`config.mk`:
```
export PLATFORM = sky130hd
export DESIGN_NAME = serial_sub_ctrl
export DESIGN_NICKNAME = d
export VERILOG_FILES = /design/src/rtl/serial_sub_ctrl.sv
export SDC_FILE = /design/constraint.sdc
export NUM_CORES = 1
export LEC_CHECK = 0
export CAP_MARGIN = 10
export CELL_PAD_IN_SITES_DETAIL_PLACEMENT = 0
export CELL_PAD_IN_SITES_GLOBAL_PLACEMENT = 2
export CORE_MARGIN = 2
export CORE_UTILIZATION = 31
export CTS_CLUSTER_DIAMETER = 100
export CTS_CLUSTER_SIZE = 30
export DETAILED_ROUTE_END_ITERATION = 10
export PLACE_DENSITY = 0.9
export RECOVER_POWER = 50
export REMOVE_ABC_BUFFERS = 1
export SLEW_MARGIN = 20
export SYNTH_ARGS = -nofsm -noshare
export SYNTH_HDL_FRONTEND = slang
export SYNTH_SLANG_ARGS = --single-unit
export TNS_END_PERCENT = 10
```
`constraint.sdc`:
```
create_clock -name i_clk -period 2.9 [get_ports i_clk]
set_clock_uncertainty 0.2 [all_clocks]
set_input_delay 0.58 -clock i_clk [delete_from_list [all_inputs] [get_ports i_clk]]
set_output_delay 0.58 -clock i_clk [all_outputs]
set_load 0.01 [all_outputs]
```
`src/rtl/serial_sub_ctrl.sv`:
```
// Bit-serial subtractor sequencer: one full-subtractor cell, LSB first, registered borrow.
// Optional borrow-in port enabled by defining SERIAL_SUB_BIN_EN.
module serial_sub_ctrl #(
    parameter int unsigned WIDTH = 8
) (
    input  logic             i_clk,
    input  logic             i_rst,
    input  logic             i_start,
    input  logic [WIDTH-1:0] i_x,
    input  logic [WIDTH-1:0] i_y,
`ifdef SERIAL_SUB_BIN_EN
    input  logic             i_bin,
`endif
    output logic             o_busy,
    output logic             o_done,
    output logic [WIDTH-1:0] o_diff,
    output logic             o_bout
);

    localparam int unsigned CW = (WIDTH > 1) ? $clog2(WIDTH) : 1;

    typedef enum logic [1:0] {
        IDLE = 2'd0,
        RUN  = 2'd1,
        DONE = 2'd2
    } state_t;

    state_t           r_state, w_state_nxt;
    logic [WIDTH-1:0] r_x, r_y, r_res, r_diff;
    logic [WIDTH-1:0] w_x_nxt, w_y_nxt, w_res_nxt, w_diff_nxt;
    logic [CW-1:0]    r_cnt, w_cnt_nxt;
    logic             r_br, w_br_nxt;
    logic             r_bout, w_bout_nxt;
    logic             r_busy, r_done;
    logic             w_d, w_b, w_seed;
    logic [WIDTH-1:0] w_res_shift;

`ifdef SERIAL_SUB_BIN_EN
    assign w_seed = i_bin;
`else
    assign w_seed = 1'b0;
`endif

    // Shared full-subtractor cell on the current LSB pair
    assign w_d         = r_x[0] ^ r_y[0] ^ r_br;
    assign w_b         = (~r_x[0] & r_y[0]) | (~(r_x[0] ^ r_y[0]) & r_br);
    assign w_res_shift = {w_d, r_res[WIDTH-1:1]};

    always_comb begin
        w_state_nxt = r_state;
        w_x_nxt     = r_x;
        w_y_nxt     = r_y;
        w_res_nxt   = r_res;
        w_cnt_nxt   = r_cnt;
        w_br_nxt    = r_br;
        w_diff_nxt  = r_diff;
        w_bout_nxt  = r_bout;
        case (r_state)
            IDLE, DONE: begin
                if (i_start) begin
                    w_x_nxt     = i_x;
                    w_y_nxt     = i_y;
                    w_br_nxt    = w_seed;
                    w_cnt_nxt   = '0;
                    w_state_nxt = RUN;
                end else begin
                    w_state_nxt = IDLE;
                end
            end
            RUN: begin
                w_x_nxt   = r_x >> 1;
                w_y_nxt   = r_y >> 1;
                w_res_nxt = w_res_shift;
                w_br_nxt  = w_b;
                w_cnt_nxt = r_cnt + CW'(1);
                // Last bit: publish result and final borrow
                if (r_cnt == CW'(WIDTH - 1)) begin
                    w_diff_nxt  = w_res_shift;
                    w_bout_nxt  = w_b;
                    w_state_nxt = DONE;
                end
            end
            default: w_state_nxt = IDLE;
        endcase
    end

    always_ff @(posedge i_clk) begin
        if (i_rst) begin
            r_state <= IDLE;
            r_x     <= '0;
            r_y     <= '0;
            r_res   <= '0;
            r_cnt   <= '0;
            r_br    <= 1'b0;
            r_diff  <= '0;
            r_bout  <= 1'b0;
            r_busy  <= 1'b0;
            r_done  <= 1'b0;
        end else begin
            r_state <= w_state_nxt;
            r_x     <= w_x_nxt;
            r_y     <= w_y_nxt;
            r_res   <= w_res_nxt;
            r_cnt   <= w_cnt_nxt;
            r_br    <= w_br_nxt;
            r_diff  <= w_diff_nxt;
            r_bout  <= w_bout_nxt;
            r_busy  <= (w_state_nxt == RUN);
            r_done  <= (w_state_nxt == DONE);
        end
    end

    assign o_busy = r_busy;
    assign o_done = r_done;
    assign o_diff = r_diff;
    assign o_bout = r_bout;

endmodule
```
Word level (Yosys, flattened, before mapping)
Index checks and enable logic that the tools add are counted.
{"block": "totals", "reg_bits": 41, "input_bits": 19, "out_inout_bits": 11, "word_cells": 40}
{"block": "op_classes", "addsub": 1, "n_eq_ne": 6, "n_mux": 11, "bitwise_logic": 7, "reduce_logical": 5}
{"operator": "one-hot mux 8 bit (2 select lines)", "count": 2}
{"operator": "2-to-1 mux 8 bit", "count": 2}
{"operator": "one-hot mux 3 bit (2 select lines)", "count": 1}
{"operator": "equality test 2 x 1 -> 1 bit, second input constant", "count": 2}
{"operator": "equality test 2 bit, second input constant", "count": 2}
{"operator": "one-hot mux 2 bit (2 select lines)", "count": 1}
{"operator": "AND reduction 2 bit", "count": 2}
{"operator": "adder 3 x 1 -> 3 bit, second input constant", "count": 1}
{"operator": "equality test 3 bit, second input constant", "count": 1}
{"operator": "2-to-1 mux 3 bit", "count": 1}
{"operator": "bitwise AND 1 bit", "count": 2}
{"operator": "logical NOT 2 bit", "count": 1}
{"operator": "2-to-1 mux 1 bit", "count": 2}
{"operator": "2-to-1 mux 2 bit", "count": 1}
{"operator": "!= test 2 bit, second input constant", "count": 1}
{"operator": "NOT 1 bit", "count": 2}
{"operator": "one-hot mux 1 bit (2 select lines)", "count": 1}
{"operator": "nonzero test 2 bit", "count": 1}
{"operator": "OR reduction 2 bit", "count": 1}
{"operator": "XOR 1 bit", "count": 2}
{"operator": "bitwise OR 1 bit", "count": 1}

Depth between registers and ports, before layout
{"block": "logic_depth", "depth_word": 5, "ltp_mapped": 5, "mapped_depth_nobuf": 5}

Least setup slack after synthesis
Ideal clock, no wire load.
{"block": "synth_timing", "path_type": "input-to-reg", "startpoint": "input i_start", "endpoint": "register r_x[0]", "setup_time_ps": 91, "arrival_ps": 1246, "required_ps": 2609, "setup_slack_ps": 1364, "cell_stages": 5, "path_buffers": 2, "cell_sequence": "nor2b_1 clkbuf_2 buf_6 nand2_1 a311oi_1"}
{"block": "synth_between", "elab_chain_len": 2}
{"element": "start: declaration", "line_no": "8", "rtl": "input logic i_start,"}
{"element": "!= test 2 bit (no line)"}
{"element": "AND reduction 2 bit (no line)"}
{"element": "end signal: assignment", "line_no": "101", "rtl": "r_x <= w_x_nxt;"}
{"element": "end: declaration", "line_no": "29", "rtl": "logic [WIDTH-1:0] r_x, r_y, r_res, r_diff;"}
Every way passes these cells.
A chain may end at the register's enable or synchronous reset.

Worst setup path in the final report
{"block": "layout_timing", "startpoint": "input i_start", "endpoint": "register r_x[5]"}
The elaborated chain is that of the path after synthesis.

==> summary.md <==
| Metric | Value |
|---|---|
| Final Power | `~1.3 mW` |
| Synth Area in Compound Gates | `about 16%` |
| Fin nets | `236` |
| Worst-Margin Slew | `0.789 ns` |
| Maximum clock rate | `477 MHz` |
| Die area | `around 5600 sq um` |
| Via density | `4.54` |
| Routed Antenna Nets | `0` |
| Multi-input gate area | `between 600 and 700 sq um` |
| Clock Tree Buf Depth | `2` |
| GR Overflow Total | `0` |
| Dpl hpwl | `between 1500 and 2000 microns` |
| Register area share after synthesis | `between 50 and 60%` |
| CTS root buffer | `clkbuf_8` |
| Post-CTS sizing | `0` |
| Post-Syn Area | `between 1500 and 2000 sq um` |
| Drt pass-1 iters | `4` |
| Period minus WS final | `between 2 and 2.5 ns` |
| Avg Synthesized Cell Area | `8.21 sq um` |
| Worst hold path depth | `2` |
| Num rows | `25` |
| Initial antenna violation count | `0` |
| CP required | `between 2 and 3 ns` |
| Hold_buf cts | `0` |
| Critical Path AT | `approximately 2.1 ns` |
| Pin count of the biggest net entering global routing | `between 40 and 50` |
| Port bufs | `29` |
| First-pass GRT wire length | `about 5400 microns` |
| Synth Area in XOR/XNOR | `0%` |
| Antenna cells | `0` |
| Total CTS buffers | `5` |
| RSZ-0062 raised after global routing | `no` |
| Synth Instances | `between 150 and 200` |
| LEAKAGE | `0.768 nW` |
| Max Cap Viol | `0` |
| Die Ht | `roughly 75 microns` |
| CP max FO | `21` |
| Run status | `finished, final reports clean` |
| Final setup vio count | `0` |
| Drt wl/cell | `about 11 microns` |
| Layout cell share with drive strength beyond 1 | `under 10%` |
| Minimum hold slack | `~0.25 ns` |
| Core ar. | `roughly 4800 sq um` |
| Die width | `roughly 75 microns` |
| Fillers | `approximately 500` |
| Register area | `roughly 800 sq um` |
| Clock sinks | `40` |
| Most common cell after layout, fill and taps aside | `nand2_1` |
| Most frequent cells in the layout | `53 x nand2_1, 40 x dfxtp_1, 21 x a21oi_1, 19 x nor2_1, 17 x clkdlybuf4s50_1` |
| Kind of end point of the critical path | `register` |
| Final period utilization | `between 70% and 80%` |
| Synth unique cells | `20` |
| Placer congestion estimate | `around 0.67` |
| I/O Pins | `30` |
| Slowest CP cell | `nand2b_1` |
| Main combinational cell family by area after synthesis | `simple AND/OR/NAND/NOR gates` |
| PwrDens | `655 nW/um^2` |
| Clock-pin slew on the worst setup and hold paths | `approximately 0.08 ns` |
| Synth Register Bits | `40` |
| Initial Util | `32.6%` |
| Number of global-route vias before repair | `approximately 1.2k` |
| DRT iter0 DRCs | `approximately 80` |
| Worst R2R Path Depth | `5` |
| Normalized max-slew margin | `47.4%` |
| Synth warnings | `0` |
| Crit path largest cell delay | `approximately 0.57 ns` |
| Final WL | `a little under 3000 microns` |
| Post-CTS Setup Repair Bufs | `0` |
| Final hold viol count | `0` |
| Later-pin clock latency in the skew report | `0.30 ns` |
| Multiplexer share of the synthesized area | `0%` |
| Area Overhead vs Synth | `31.0%` |
| Final Slew Violations | `0` |
| Htree depth | `2` |
| Synth Area in Simple Gates | `between 20% and 30%` |
| CP Cell Sequence | `dlygate4sd3_1 -> nand2b_1 -> nand2_1 -> a311oi_1` |
| Peak VDD IR | `between 200 and 300 uV` |
| Worst Setup Start Kind | `input pin` |
| CTS tree | `built` |
| Hold Path Class | `reg -> reg` |
| Final setup TNS | `0 ns` |
| Synth Area in Adders | `a little under 3%` |
| DRC violations left | `0` |
| GRT Overall Usage | `between 10% and 20%` |
| CP Class | `in -> reg` |
| Routed via count | `between 1k and 1.5k` |
[cell usage after synthesis]
cell | count | area [sq um]
nand2_1 | 53 | 199
dfxtp_1 | 40 | 801
a21oi_1 | 21 | 105
nor2_1 | 19 | 71.3
a311oi_1 | 15 | 131
nand3_1 | 14 | 70.1
buf_2 | 7 | 35.0
clkbuf_1 | 5 | 18.8
nand2b_1 | 3 | 18.8
clkbuf_2 | 2 | 10.0
ha_1 | 2 | 25.0
a211oi_1 | 1 | 7.51
and2b_1 | 1 | 7.51
buf_1 | 1 | 3.75
buf_6 | 1 | 11.3
fa_1 | 1 | 20.0
inv_1 | 1 | 3.75
nand3b_1 | 1 | 7.51
nor2b_1 | 1 | 6.26
o21a_1 | 1 | 7.51
[critical path: cells and delay by family]
family	cells	cell delay, ns
and+or+nand+nor	2	0.69
buffers and inverters	1	0.55
AOI/OAI and AO/OA	1	0.28
[kinds of logic after synthesis]
group	Yosys count
adders and majority gates	3
buffers and inverters	17
DFF	40
AOI/OAI and AO/OA	38
and+or+nand+nor	92
[power breakdown]
| part | internal [mW] | switching (mW) |
|---|---|---|
| combinational | 0.0548 | 0.0662 |
| sequential | 0.576 | 0.0150 |
| clock | 0.430 | 0.196 |
[path summary, 6_finish.rpt]
kind / from / end / slack (ns)
setup / recovery: i_start / r_x[5] / 0.80
hold / removal: o_diff[6] / o_diff[6] / 0.25
setup reg to reg: r_cnt[0] / o_bout / 1.02
hold reg to reg: o_diff[6] / o_diff[6] / 0.25
[per-stage QoR]
stage          setup slack, ns  area, sq um  cells  utilization (%)
4_1_cts                  0.928         2040    282             42.7
5_1_grt                  0.621         2040    282             42.7
6_report                 0.803         2040    282             42.7
3_5_place_dp             0.613         1890    274             39.4
2_1_floorplan             1.11         1480    174                -
3_3_place_gp             0.637         1890    274             39.4
[metal layers]
layer	up-vias	GRT usage, %	routed length [microns]
met5	-	0	0
met4	0	7.14	75
met3	8	3.75	152
met2	33	19.7	1280
met1	551	16.1	1470
li1	688	-	-
[registers in the layout, summed over array words and instances, names as in the netlist]
name	flops
r_state	2
r_cnt	3
r_y	8
o_busy	1
r_br	1
o_done	1
r_res	7
r_x	8
o_bout	1
o_diff	8
[area by class of cell]
class                      instances  share of cell area, %
inverter                           1                  0.184
clock buffer                       5                   3.37
tap                               67                   4.10
sequential                        40                   39.2
clock inverter                     3                   4.41
multi-input combinational        133                   33.1
timing repair buffer              33                   15.7
Note: power is estimated with default switching activity, not from simulation.
